==> config.mk <==
export PLATFORM = sky130hd
export DESIGN_NAME = vram_wr_arbiter_flat
export DESIGN_NICKNAME = d
export VERILOG_FILES = /design/src/rtl/vram_wr_arbiter_pkg.sv /design/src/rtl/vram_wr_arbiter_if.sv /design/src/rtl/vram_wr_arbiter_sync_fifo.sv /design/src/rtl/vram_wr_arbiter.sv /design/src/flat_wrapper.sv
export SDC_FILE = /design/constraint.sdc
export NUM_CORES = 1
export LEC_CHECK = 0
export BUFFER_PORTS_ARGS = -buffer_cell sky130_fd_sc_hd__buf_2
export CORE_MARGIN = 5
export CORE_UTILIZATION = 49
export CTS_BUF_LIST = sky130_fd_sc_hd__clkbuf_4 sky130_fd_sc_hd__clkbuf_8
export CTS_CLUSTER_DIAMETER = 50
export CTS_CLUSTER_SIZE = 8
export DETAILED_ROUTE_END_ITERATION = 6
export GPL_ROUTABILITY_DRIVEN = 0
export PLACE_DENSITY = 0.7
export SLEW_MARGIN = 20
export SYNTH_ARGS = -nofsm -noshare
export SYNTH_HDL_FRONTEND = slang
export SYNTH_SLANG_ARGS = --single-unit
==> constraint.sdc <==
create_clock -name dclk -period 4.5 [get_ports dclk]
set_input_delay 0.9 -clock dclk [delete_from_list [all_inputs] [get_ports dclk]]
set_output_delay 0.9 -clock dclk [all_outputs]
set_load 0.02 [all_outputs]
==> src/rtl/vram_wr_arbiter_pkg.sv <==
// Shared constants and types for the VRAM write-port arbiter.
package vram_arb_pkg;

  localparam int unsigned ADDR_W = 24;
  localparam int unsigned DATA_W = 8;
  localparam int unsigned WE_W   = 3;

  // Plane-enable bit positions within a stored we pattern
  localparam logic [WE_W-1:0] WE_R = 3'b001;
  localparam logic [WE_W-1:0] WE_G = 3'b010;
  localparam logic [WE_W-1:0] WE_B = 3'b100;

  localparam int unsigned ENTRY_W = ADDR_W + DATA_W + WE_W;

  typedef enum logic {
    CH0 = 1'b0,
    CH1 = 1'b1
  } chan_e;

  // Stored entry layout is {addr, data, we}
  function automatic int unsigned entry_width(input int unsigned aw, input int unsigned dw);
    return aw + dw + WE_W;
  endfunction

endpackage

==> src/rtl/vram_wr_arbiter_if.sv <==
// Converter-side channels and VRAM-side write port of the arbiter.
interface vram_wr_arbiter_if #(
  parameter int unsigned ADDR_W     = 24,
  parameter int unsigned DATA_W     = 8,
  parameter int unsigned FIFO_DEPTH = 16
);
  localparam int unsigned LVL_W = $clog2(FIFO_DEPTH) + 1;

  logic [ADDR_W-1:0] ch0_addr;
  logic [DATA_W-1:0] ch0_data;
  logic [2:0]        ch0_we;
  logic [ADDR_W-1:0] ch1_addr;
  logic [DATA_W-1:0] ch1_data;
  logic [2:0]        ch1_we;
  logic              clr_ovf;

  logic [ADDR_W-1:0] vram_addr;
  logic [DATA_W-1:0] vram_data;
  logic              vram_wea_r;
  logic              vram_wea_g;
  logic              vram_wea_b;
  logic              grant;
  logic              ovf0;
  logic              ovf1;
  logic [7:0]        drop_cnt0;
  logic [7:0]        drop_cnt1;
  logic [LVL_W-1:0]  fifo_lvl0;
  logic [LVL_W-1:0]  fifo_lvl1;

  modport master (
    output ch0_addr, ch0_data, ch0_we, ch1_addr, ch1_data, ch1_we, clr_ovf,
    input  vram_addr, vram_data, vram_wea_r, vram_wea_g, vram_wea_b, grant,
           ovf0, ovf1, drop_cnt0, drop_cnt1, fifo_lvl0, fifo_lvl1
  );

  modport slave (
    input  ch0_addr, ch0_data, ch0_we, ch1_addr, ch1_data, ch1_we, clr_ovf,
    output vram_addr, vram_data, vram_wea_r, vram_wea_g, vram_wea_b, grant,
           ovf0, ovf1, drop_cnt0, drop_cnt1, fifo_lvl0, fifo_lvl1
  );
endinterface

==> src/rtl/vram_wr_arbiter_sync_fifo.sv <==
// Single-clock FIFO with extra-MSB pointers so all DEPTH entries are usable.
module sync_fifo #(
  parameter int unsigned WIDTH = 8,
  parameter int unsigned DEPTH = 16
) (
  input  logic                     clk,
  input  logic                     rst,
  input  logic                     push,
  input  logic [WIDTH-1:0]         din,
  input  logic                     pop,
  output logic [WIDTH-1:0]         dout,
  output logic                     full,
  output logic                     empty,
  output logic [$clog2(DEPTH):0]   level
);
  localparam int unsigned AW = $clog2(DEPTH);

  logic [WIDTH-1:0] mem [DEPTH];
  logic [AW:0]      wr_ptr;
  logic [AW:0]      rd_ptr;
  logic             do_push;
  logic             do_pop;

  assign do_pop  = pop && !empty;
  assign do_push = push && (!full || do_pop);

  // Pointer update; wraps modulo DEPTH with the MSB tracking lap parity
  always_ff @(posedge clk) begin
    if (rst) begin
      wr_ptr <= '0;
      rd_ptr <= '0;
    end else begin
      if (do_push) wr_ptr <= wr_ptr + 1'b1;
      if (do_pop)  rd_ptr <= rd_ptr + 1'b1;
    end
  end

  // Storage write; contents are not cleared, pointers make them invisible
  always_ff @(posedge clk) begin
    if (!rst && do_push) mem[wr_ptr[AW-1:0]] <= din;
  end

  assign dout  = mem[rd_ptr[AW-1:0]];
  assign empty = (wr_ptr == rd_ptr);
  assign full  = (wr_ptr[AW] != rd_ptr[AW]) && (wr_ptr[AW-1:0] == rd_ptr[AW-1:0]);
  // Derived only from pointer flops, so it reflects the previous edge
  assign level = wr_ptr - rd_ptr;

endmodule

==> src/rtl/vram_wr_arbiter.sv <==
// Two-channel round-robin arbiter for the shared VRAM plane write port.
module vram_wr_arbiter #(
  parameter int unsigned ADDR_W     = 24,
  parameter int unsigned DATA_W     = 8,
  parameter int unsigned FIFO_DEPTH = 16
) (
  input logic              dclk,
  input logic              rst,
  vram_wr_arbiter_if.slave bus
);
  import vram_arb_pkg::*;

  localparam int unsigned LVL_W = $clog2(FIFO_DEPTH) + 1;
  localparam int unsigned EW    = entry_width(ADDR_W, DATA_W);

  logic [EW-1:0]    head0, head1, head;
  logic [LVL_W-1:0] lvl0, lvl1;
  logic             full0, full1, empty0, empty1;
  logic             push0, push1, pop0, pop1, drop0, drop1;
  logic             pop_any;
  logic             req0, req1;
  chan_e            last, last_next, sel;
  logic [WE_W-1:0]  head_we;

  assign req0 = !rst && (bus.ch0_we != '0);
  assign req1 = !rst && (bus.ch1_we != '0);

  // A full FIFO still accepts when it is popped in the same cycle
  assign push0 = req0 && (!full0 || pop0);
  assign push1 = req1 && (!full1 || pop1);
  assign drop0 = req0 && full0 && !pop0;
  assign drop1 = req1 && full1 && !pop1;

  sync_fifo #(.WIDTH(EW), .DEPTH(FIFO_DEPTH)) u_fifo0 (
    .clk(dclk), .rst(rst), .push(push0), .din({bus.ch0_addr, bus.ch0_data, bus.ch0_we}),
    .pop(pop0), .dout(head0), .full(full0), .empty(empty0), .level(lvl0)
  );

  sync_fifo #(.WIDTH(EW), .DEPTH(FIFO_DEPTH)) u_fifo1 (
    .clk(dclk), .rst(rst), .push(push1), .din({bus.ch1_addr, bus.ch1_data, bus.ch1_we}),
    .pop(pop1), .dout(head1), .full(full1), .empty(empty1), .level(lvl1)
  );

  // Most-recent-grant register; reset favours channel 0 on first contention
  always_ff @(posedge dclk) begin
    if (rst) last <= CH1;
    else     last <= last_next;
  end

  // Round-robin selection among non-empty FIFOs
  always_comb begin
    sel       = CH0;
    pop_any   = 1'b0;
    last_next = last;
    if (!empty0 && !empty1) begin
      sel     = (last == CH0) ? CH1 : CH0;
      pop_any = 1'b1;
    end else if (!empty0) begin
      sel     = CH0;
      pop_any = 1'b1;
    end else if (!empty1) begin
      sel     = CH1;
      pop_any = 1'b1;
    end
    if (pop_any) last_next = sel;
  end

  assign pop0    = pop_any && (sel == CH0);
  assign pop1    = pop_any && (sel == CH1);
  assign head    = (sel == CH1) ? head1 : head0;
  assign head_we = head[WE_W-1:0];

  // Registered write port; address/data/grant hold while idle
  always_ff @(posedge dclk) begin
    if (rst) begin
      bus.vram_addr  <= '0;
      bus.vram_data  <= '0;
      bus.vram_wea_r <= 1'b0;
      bus.vram_wea_g <= 1'b0;
      bus.vram_wea_b <= 1'b0;
      bus.grant      <= 1'b0;
    end else begin
      bus.vram_wea_r <= pop_any && ((head_we & WE_R) != '0);
      bus.vram_wea_g <= pop_any && ((head_we & WE_G) != '0);
      bus.vram_wea_b <= pop_any && ((head_we & WE_B) != '0);
      if (pop_any) begin
        bus.vram_addr <= head[WE_W+DATA_W +: ADDR_W];
        bus.vram_data <= head[WE_W +: DATA_W];
        bus.grant     <= sel;
      end
    end
  end

  // Overflow bookkeeping; a drop in the clear cycle leaves flag=1, count=1
  always_ff @(posedge dclk) begin
    if (rst) begin
      bus.ovf0      <= 1'b0;
      bus.ovf1      <= 1'b0;
      bus.drop_cnt0 <= '0;
      bus.drop_cnt1 <= '0;
    end else begin
      if (drop0) begin
        bus.ovf0 <= 1'b1;
        if (bus.clr_ovf)                bus.drop_cnt0 <= 8'd1;
        else if (bus.drop_cnt0 != '1)   bus.drop_cnt0 <= bus.drop_cnt0 + 8'd1;
      end else if (bus.clr_ovf) begin
        bus.ovf0      <= 1'b0;
        bus.drop_cnt0 <= '0;
      end
      if (drop1) begin
        bus.ovf1 <= 1'b1;
        if (bus.clr_ovf)                bus.drop_cnt1 <= 8'd1;
        else if (bus.drop_cnt1 != '1)   bus.drop_cnt1 <= bus.drop_cnt1 + 8'd1;
      end else if (bus.clr_ovf) begin
        bus.ovf1      <= 1'b0;
        bus.drop_cnt1 <= '0;
      end
    end
  end

  assign bus.fifo_lvl0 = lvl0;
  assign bus.fifo_lvl1 = lvl1;

endmodule

==> src/flat_wrapper.sv <==
// flat-port wrapper written by rule: the top's interface ports become plain ports
module vram_wr_arbiter_flat import vram_arb_pkg::*;
#(
  parameter int unsigned ADDR_W     = 24,
  parameter int unsigned DATA_W     = 8,
  parameter int unsigned FIFO_DEPTH = 16
)
  (dclk, rst, bus_ch0_addr, bus_ch0_data, bus_ch0_we, bus_ch1_addr, bus_ch1_data, bus_ch1_we, bus_clr_ovf, bus_vram_addr, bus_vram_data, bus_vram_wea_r, bus_vram_wea_g, bus_vram_wea_b, bus_grant, bus_ovf0, bus_ovf1, bus_drop_cnt0, bus_drop_cnt1, bus_fifo_lvl0, bus_fifo_lvl1);
  vram_wr_arbiter_if #(.ADDR_W(ADDR_W), .DATA_W(DATA_W), .FIFO_DEPTH(FIFO_DEPTH)) bus_i ();
  input logic dclk;
  input logic rst;
  input wire logic [$bits(bus_i.ch0_addr)-1:0] bus_ch0_addr;
  input wire logic [$bits(bus_i.ch0_data)-1:0] bus_ch0_data;
  input wire logic [$bits(bus_i.ch0_we)-1:0] bus_ch0_we;
  input wire logic [$bits(bus_i.ch1_addr)-1:0] bus_ch1_addr;
  input wire logic [$bits(bus_i.ch1_data)-1:0] bus_ch1_data;
  input wire logic [$bits(bus_i.ch1_we)-1:0] bus_ch1_we;
  input wire logic [$bits(bus_i.clr_ovf)-1:0] bus_clr_ovf;
  output wire logic [$bits(bus_i.vram_addr)-1:0] bus_vram_addr;
  output wire logic [$bits(bus_i.vram_data)-1:0] bus_vram_data;
  output wire logic [$bits(bus_i.vram_wea_r)-1:0] bus_vram_wea_r;
  output wire logic [$bits(bus_i.vram_wea_g)-1:0] bus_vram_wea_g;
  output wire logic [$bits(bus_i.vram_wea_b)-1:0] bus_vram_wea_b;
  output wire logic [$bits(bus_i.grant)-1:0] bus_grant;
  output wire logic [$bits(bus_i.ovf0)-1:0] bus_ovf0;
  output wire logic [$bits(bus_i.ovf1)-1:0] bus_ovf1;
  output wire logic [$bits(bus_i.drop_cnt0)-1:0] bus_drop_cnt0;
  output wire logic [$bits(bus_i.drop_cnt1)-1:0] bus_drop_cnt1;
  output wire logic [$bits(bus_i.fifo_lvl0)-1:0] bus_fifo_lvl0;
  output wire logic [$bits(bus_i.fifo_lvl1)-1:0] bus_fifo_lvl1;
  assign bus_i.ch0_addr = bus_ch0_addr;
  assign bus_i.ch0_data = bus_ch0_data;
  assign bus_i.ch0_we = bus_ch0_we;
  assign bus_i.ch1_addr = bus_ch1_addr;
  assign bus_i.ch1_data = bus_ch1_data;
  assign bus_i.ch1_we = bus_ch1_we;
  assign bus_i.clr_ovf = bus_clr_ovf;
  assign bus_vram_addr = bus_i.vram_addr;
  assign bus_vram_data = bus_i.vram_data;
  assign bus_vram_wea_r = bus_i.vram_wea_r;
  assign bus_vram_wea_g = bus_i.vram_wea_g;
  assign bus_vram_wea_b = bus_i.vram_wea_b;
  assign bus_grant = bus_i.grant;
  assign bus_ovf0 = bus_i.ovf0;
  assign bus_ovf1 = bus_i.ovf1;
  assign bus_drop_cnt0 = bus_i.drop_cnt0;
  assign bus_drop_cnt1 = bus_i.drop_cnt1;
  assign bus_fifo_lvl0 = bus_i.fifo_lvl0;
  assign bus_fifo_lvl1 = bus_i.fifo_lvl1;
  vram_wr_arbiter #(.ADDR_W(ADDR_W), .DATA_W(DATA_W), .FIFO_DEPTH(FIFO_DEPTH)) u_core (.dclk(dclk), .rst(rst), .bus(bus_i));
endmodule
==> impl_results.md, run 1 <==
* CP most frequent cell: buf_4
* RSZ-0062 raised after global routing: no
* Input/output buffers at 136
* Number of global-route vias before repair at 23570
* Initial Util at 0.4929
* Largest net degree at the start of global routing at 65
* Vias/cell at about 6
* Total GRT Usage at 0.2153
* Die W at 316.0 um
* Initial antenna violation count at 12
* Pins Over Slew Limit at 0
* Status: complete, no violations
* Yosys cell types at 52
* Top FF cell, synth: edfxtp_1
* Final period util at 0.8142
* Met3 Routed Length at between 8000 and 9000 um
* Asr flop ratio synth at 0
* Peak supply drop at 0.3962 mV
* Top Layer Used: met5
* TritonCTS buffer count at between 150 and 200
* CTS root buf: clkbuf_8
* Placed insts at 3562
* Most frequent cells in the layout: edfxtp_1, mux4_2, clkbuf_8
* Post-Syn Area per Cell at 20.61 um2
* Starting DRT DRC Count at between 2000 and 3000
* Clk slew on worst S/H paths at around 0.070 ns
* Total of warnings raised by yosys at 0
* DR vias at ~23000
* CP top delay family: simple AND/OR/NAND/NOR gates
* Met1 Wirelength at approximately 43000 um
* Clock Sinks at about 1200
* DIE HEIGHT at about 320 um
* Hold Crit Start: bus_clr_ovf
* Critical path buffer and inverter count at 2
* Max FO, Critical Path at 19
* Final hold violations at 0
* Max Fclk at ~270 MHz
* Most common cell after layout, fill and taps aside: edfxtp_1
* Share of the synthesized area in the top cell type at 0.7332
* Clock Skews at approximately 0.050 ns
* Setup crit start: u_core.u_fifo0.wr_ptr[2]$_SDFFE_PP0P_
* Post-route DRC at 0
* Number of synthesized flops with an enable pin at ~1100
* Yosys top cell by area: edfxtp_1
* Worst Path Required at around 5.0 ns
* First-pass GRT wire length at roughly 160000 um
* Die ar. at between 0.09 and 0.1 mm2
* Worst slew pin tran at around 1.0 ns
* Syn_nets at approximately 2300
* Arrival time worst endpoint at 4.16 ns
* Synthesized instance count at roughly 2200
* Cell Rows at ~110
* Final nets at 2575
* CP max stage cell: dfxtp_1
* Final cell count without fillers at ~3800
* DP Area at slightly below 0.05 mm2
* Core area at ~0.093 mm2
* Setup crit end kind: register
* Wire length on met2 at around 52000 um
* Io pins at 137
* Layout area overhead at 12.69%
* Post-CTS Setup Bufs at 0
* Clock Latency Late Sink at roughly 0.84 ns
* Share of layout cells above drive strength 1 at 0.3129
* P per Cell Area at around 510 mW/mm2
* Antenna Nets Post-Route at 0
* Mapped cell area at 0.04587 mm2
* Synth area leaders: edfxtp_1, mux4_2, dfxtp_1
* Routed WL at between 100000 and 150000 um
* Post-CTS sizing at 0
* LEAKAGE at roughly 16 nW
* Critical-path cell list: ha_1 -> and4_1 -> a21oi_1 -> buf_4 -> o31a_1 -> nand2_1 -> nor2_4 -> buf_4
* Max incr delay on CP at just over 0.7 ns
* CTS tree: done
* DP Wirelength at between 60000 and 70000 um
* Sequential area share after synthesis at 0.7695
* #FFs+latches synth at 1203
* H-Tree Depth at 4
* Worst hold path class: in2reg
* Filler cell count at 6889
* Worst reg2reg startpoint: u_core.u_fifo0.wr_ptr[2]$_SDFFE_PP0P_
* CTS Hold Bufs at 0
* Fin area at 0.05169 mm2
* Minimum clock period at approximately 3.7 ns
* Rel. slew slack at 0.3138
* Final hold slack at between 0.4 and 0.5 ns
* Clk buf depth at 3
* Worst setup SP type: register
* Maximum Capacitance Violations at 0
* Endpoints failing setup at 0
* Drt pass-1 iters at 5
* CP Class: reg2reg
* Drt wl/cell at around 28 um
* GRT Residual Overflow at 0
-- worst reg2reg max path, stage by stage, from the launching register on --
cell	delay (ns)
dfxtp_1	0.71
ha_1	0.41
and4_1	0.23
a21oi_1	0.17
buf_4	0.18
o31a_1	0.32
nand2_1	0.31
nor2_4	0.67
buf_4	0.34
-- report_power, final --
group          total (mW)  switching [mW]  internal, mW
combinational        4.96            2.96          2.00
clock                8.15            3.85          4.30
sequential           13.0           0.439          12.6
-- path summary, 6_finish.rpt --
kind                                                        endpoint  slack (ns)  cells past startpoint
worst min-delay path            u_core.bus.drop_cnt1[6]$_SDFFE_PP0P_        0.43                      3
worst max-delay path              u_core.u_fifo0.mem[6][7]$_DFFE_PP_        0.84                      8
worst max register to register    u_core.u_fifo0.mem[6][7]$_DFFE_PP_        0.84                      8
worst min register to register          u_core.bus.ovf1$_SDFFE_PP0P_        0.46                      1
-- cell families (layout without fill, tap and decap cells) --
group,after synthesis,after routing,share of synthesized area
AO/OA/AOI/OAI,217,217,0.03309
XOR/XNOR,26,26,0.005538
adder cells (fa/ha/maj),22,22,0.006329
buffers and inverters,142,492,0.01277
flip-flops,1203,1203,0.7695
multiplexers,348,348,0.1448
other,0,2,0
AND/OR/NAND/NOR,268,268,0.02802
-- per-stage QoR --
step	setup TNS [ns]	utilization	setup slack, ns	total power [mW]
floorplan	-19.81	-	-0.1889	16.21
global route	0	0.5555	0.6347	27.20
finish	0	0.5555	0.8359	26.14
global placement	0	0.5210	0.9211	18.18
detailed placement	0	0.5216	0.8580	18.27
CTS	0	0.5554	0.7904	26.35
-- routing by layer --
metal,track usage,up-vias
met1,0.3068,12010
met4,0.06327,2
met2,0.3429,1051
met5,0,-
li1,-,9730
met3,0.04444,188
-- cells in the mapped netlist (3+ instances only) --
| cell | instances |
|---|---|
| edfxtp_1 | 1120 |
| mux4_2 | 249 |
| nor2_1 | 90 |
| dfxtp_1 | 83 |
| clkbuf_1 | 67 |
| mux2i_1 | 65 |
| o22ai_1 | 64 |
| nand2_1 | 59 |
| a22oi_1 | 44 |
| or3_1 | 37 |
| mux2_2 | 34 |
| buf_2 | 33 |
| a31oi_1 | 32 |
| a221oi_1 | 31 |
| inv_1 | 22 |
| ha_1 | 20 |
| nor3_1 | 20 |
| xnor2_1 | 19 |
| buf_1 | 17 |
| a21oi_1 | 16 |
| nand3_1 | 14 |
| nand2b_1 | 9 |
| o21ai_0 | 7 |
| a21o_1 | 6 |
| nand4_1 | 6 |
| nor2b_1 | 6 |
| o31ai_1 | 6 |
| nor4_1 | 5 |
| or4_1 | 5 |
| xor2_1 | 5 |
| and2_1 | 4 |
| a22o_1 | 3 |
| buf_4 | 3 |
| or2_2 | 3 |
-- registers in the layout, indices dropped and copies added, names as in the netlist, named ones only --
| name | cells |
|---|---|
| u_core.bus.vram_addr | 24 |
| u_core.bus.grant | 1 |
| u_core.u_fifo0.mem | 560 |
| u_core.bus.vram_wea_b | 1 |
| u_core.bus.drop_cnt1 | 8 |
| u_core.bus.drop_cnt0 | 8 |
| u_core.bus.ovf0 | 1 |
| u_core.u_fifo0.wr_ptr | 5 |
| u_core.bus.ovf1 | 1 |
| u_core.bus.vram_data | 8 |
| u_core.bus.vram_wea_g | 1 |
| u_core.u_fifo1.mem | 560 |
| u_core.bus.vram_wea_r | 1 |
| u_core.u_fifo1.rd_ptr | 5 |
| u_core.u_fifo1.wr_ptr | 5 |
| u_core.last | 1 |
| u_core.u_fifo0.rd_ptr | 5 |
-- cell type report --
cell class,count,area (um2),share of cell area
sequential,1203,35320,0.6833
multi-input combinational,881,10260,0.1986
antenna,2,5.005,0.00009683
timing repair buffer,202,1304,0.02522
clock inverter,11,110.1,0.002130
clock buffer,257,3037,0.05875
inverter,22,82.58,0.001598
tap,1254,1569,0.03036
Power figures use the tool's default switching activity.
==> run 2: changes to the inputs <==
--- a/config.mk
+++ b/config.mk
@@ -5,6 +5,7 @@
 export SDC_FILE = /design/constraint.sdc
 export NUM_CORES = 1
 export LEC_CHECK = 0
+export ABC_AREA = 1
 export BUFFER_PORTS_ARGS = -buffer_cell sky130_fd_sc_hd__buf_2
 export CORE_MARGIN = 5
 export CORE_UTILIZATION = 49
==> constraint.sdc (replaced) <==
create_clock -name dclk -period 3 [get_ports dclk]
set_input_delay 0.6 -clock dclk [delete_from_list [all_inputs] [get_ports dclk]]
set_output_delay 0.6 -clock dclk [all_outputs]
set_load 0.02 [all_outputs]
==> run 2 against run 1 <==
  * The run now ends with negative setup slack left
  * Combinational power rose to 2.8 times the previous value
  * Flip-flop and latch count unchanged
  * Sequential power up 48%
  * Non-clock buffer count up 56
  * Worst hold slack worse by 0.34 ns
  * Clock skew up 0.0061 ns
  * Global-route usage up 1.7 points
  * Critical path depth down 3
  * Die area up 11%
  * Via count up 52%
  * Clock power up 51%
  * Largest cell class unchanged
==> impl_results.md, run 2 <==
* Peak supply drop at 0.9200 mV (+130%)
* Clk buf depth at 3 (unchanged)
* Number of synthesized flops with an enable pin at 1120 (unchanged)
* CTS root buf: clkbuf_8
* Die ar. at 0.1111 mm2 (+11%)
* Clock Sinks at 1203 (unchanged)
* Setup crit end kind: output port
* Final period util at 1.004
* Starting DRT DRC Count at 3772 (+47%)
* Most common cell in the netlist: nand2_1
* First-pass GRT wire length at 199500 um (+27%)
* Top Layer Used: met5
* Final WS setup at -0.01201 ns (-0.8479 ns)
* Initial antenna violation count at 8 (-4)
* Final nets at 5243 (+100%)
* LEAKAGE at 23.75 nW (+47%)
* Sequential area share after synthesis at 0.6890 (-0.08043)
* Yosys cell types at 38 (-27%)
* Max Fclk at roughly 330 MHz
* GRT Residual Overflow at 0 (unchanged)
* Filler cell count at 8651 (+26%)
* Syn_nets at 5060 (+120%)
* DIE HEIGHT at 333.3 um (+5.5%)
* Largest net degree at the start of global routing at 167 (+160%)
* Maximum Capacitance Violations at 0 (unchanged)
* Antenna Nets Post-Route at 0 (unchanged)
* Clock Skews at 0.05590 ns (+0.006078 ns)
* Worst slew pin tran at 0.8888 ns (-0.1383 ns)
* Final hold violations at 0 (unchanged)
* Mapped cell area at 0.05122 mm2 (+12%)
* Clk slew on worst S/H paths at 0.07 ns (about the same)
* Drt pass-1 iters at 6 (+1)
* Failing checks: negative setup slack
* Share of layout cells above drive strength 1 at 0.1147 (-0.1982)
* Most frequent cells in the layout: nand2_1, edfxtp_1, nand3_1
* Total GRT Usage at 0.2321 (+0.01681)
* Total of warnings raised by yosys at 0 (unchanged)
* Input/output buffers at 136 (unchanged)
* Layout area overhead at 12.03%
* Asr flop ratio synth at 0 (unchanged)
* Arrival time worst endpoint at 2.41 ns (-1.75 ns)
* Core area at 0.1036 mm2 (+11%)
* Die W at 333.3 um (+5.5%)
* Met1 Wirelength at 54740 um (+26%)
* Worst hold path class: in2reg
* Vias/cell at 5.298 (-12%)
* CTS tree: done
* Max FO, Critical Path at 6 (-13)
* TritonCTS buffer count at 172 (+1.2%)
* Number of global-route vias before repair at 33440 (+42%)
* Most common cell after layout, fill and taps aside: nand2_1
* P per Cell Area at 792.8 mW/mm2 (+57%)
* Synth area leaders: edfxtp_1, nand2_1, nand3_1
* Status: finished, violations left
* Top FF cell, synth: edfxtp_1
* Initial Util at 0.4942 (+0.001265)
* CP Class: reg2out
* Met3 Routed Length at 12760 um (+49%)
* Yosys top cell by area: edfxtp_1
* Endpoints failing setup at 1 (+1)
* DP Wirelength at 79780 um (+20%)
* Post-synth top cells: nand2_1, edfxtp_1, nand3_1, inv_1, buf_2
* H-Tree Depth at 4 (unchanged)
* RSZ-0062 raised after global routing: yes
* Minimum clock period at 3.012 ns
* Routed WL at 131400 um (+23%)
* Wire length on met2 at 59530 um (+13%)
* Setup TNS at -0.01201 ns (-0.01201 ns)
* Post-route DRC at 0 (unchanged)
* Pins Over Slew Limit at 0 (unchanged)
* Rel. slew slack at 0.4075 (+0.09364)
* Worst Path Required at 2.40 ns (-2.60 ns)
* Post-Syn Area per Cell at 10.32 um2 (-50%)
* Clock Latency Late Sink at 0.86 ns (+0.02 ns)
* Io pins at 137 (unchanged)
* #FFs+latches synth at 1203 (unchanged)
* Synthesized instance count at 4965 (+120%)
* Total power at 45.49 mW (+74%)
* DR vias at 35000 (+52%)
* Worst setup SP type: register
* Drt wl/cell at 19.89 um (-29%)
* Share of the synthesized area in the top cell type at 0.6566 (-0.07664)
* Cell Rows at 118 (+5.4%)
-- run 2: layout make-up --
type,instances,area [um2],area share
clock buffers,226,2798,0.04875
inverters,651,2469,0.04302
multi-input cells,2862,12680,0.2210
well taps,1380,1727,0.03009
repair buffers,258,2115,0.03685
clock inverters,21,252.7,0.004404
diodes,5,12.51,0.0002180
flip-flops and latches,1203,35330,0.6157
-- run 2: metrics by stage --
stage | area, um2 | utilization | worst slack, ns | hold WS [ns] | std cells
3_3_place_gp | 54140 | 0.5223 | 0.2434 | 0.4540 | 6348
6_report | 57390 | 0.5537 | -0.01201 | 0.08926 | 6606
3_5_place_dp | 54140 | 0.5223 | 0.2295 | 0.4593 | 6348
2_1_floorplan | 51280 | - | -0.4846 | 0.4539 | 4965
5_1_grt | 57380 | 0.5536 | -0.1124 | 0.06082 | 6603
4_1_cts | 57330 | 0.5531 | -0.04247 | 0.01872 | 6599
-- run 2: path summary, 6_finish.rpt --
| check | startpoint | to | slack, ns | cells past startpoint |
|---|---|---|---|---|
| max | u_core.u_fifo0.rd_ptr[0]$_SDFFE_PP0P_ | bus_fifo_lvl0[4] | -0.01 | 5 |
| min reg2reg | u_core.bus.drop_cnt0[7]$_SDFFE_PP0P_ | u_core.bus.drop_cnt0[7]$_SDFFE_PP0P_ | 0.46 | 2 |
| max reg2reg | u_core.u_fifo1.rd_ptr[1]$_SDFFE_PP0P_ | u_core.u_fifo0.mem[12][6]$_DFFE_PP_ | 0.26 | 11 |
| min | rst | u_core.u_fifo1.wr_ptr[2]$_SDFFE_PP0P_ | 0.09 | 2 |
-- run 2: routing by layer --
metal / vias up / GRT usage
met1: 16530 / 0.3261
met5: - / 0
met2: 1647 / 0.3555
li1: 16560 / -
met4: 8 / 0.08357
met3: 257 / 0.05789
-- run 2: critical path, cell delays in order, from the launching register on --
cell and delay (ns):
dfxtp_1 0.38, ha_4 0.20, fa_2 0.37, o21ai_2 0.17
xor2_2 0.27, buf_6 0.16
-- run 2: power breakdown --
group / total, mW / internal (mW) / switching, mW / leakage [nW]
sequential: 19.3 / 18.8 / 0.458 / 10.8
clock: 12.3 / 6.31 / 5.96 / 1.60
combinational: 13.9 / 4.00 / 9.94 / 11.3
-- run 2: timing repair --
action                                  4_1_cts  5_1_grt
hold buffers                                  0        0
setup buffers                                 4        2
pin swaps                                     8        6
endpoints found under the setup margin        8        5
resized for setup                            34        7
-- run 2: kinds of logic (layout without fill, tap and decap cells) --
| logic type | after synthesis | after routing | share of synthesized area |
|---|---|---|---|
| simple gates | 2722 | 2722 | 0.2203 |
| other cells | 0 | 5 | 0 |
| xor+xnor | 14 | 14 | 0.002394 |
| fa+ha+maj | 22 | 22 | 0.005667 |
| buf+inv | 900 | 1156 | 0.07052 |
| flops | 1203 | 1203 | 0.6890 |
| compound gates | 104 | 104 | 0.01212 |
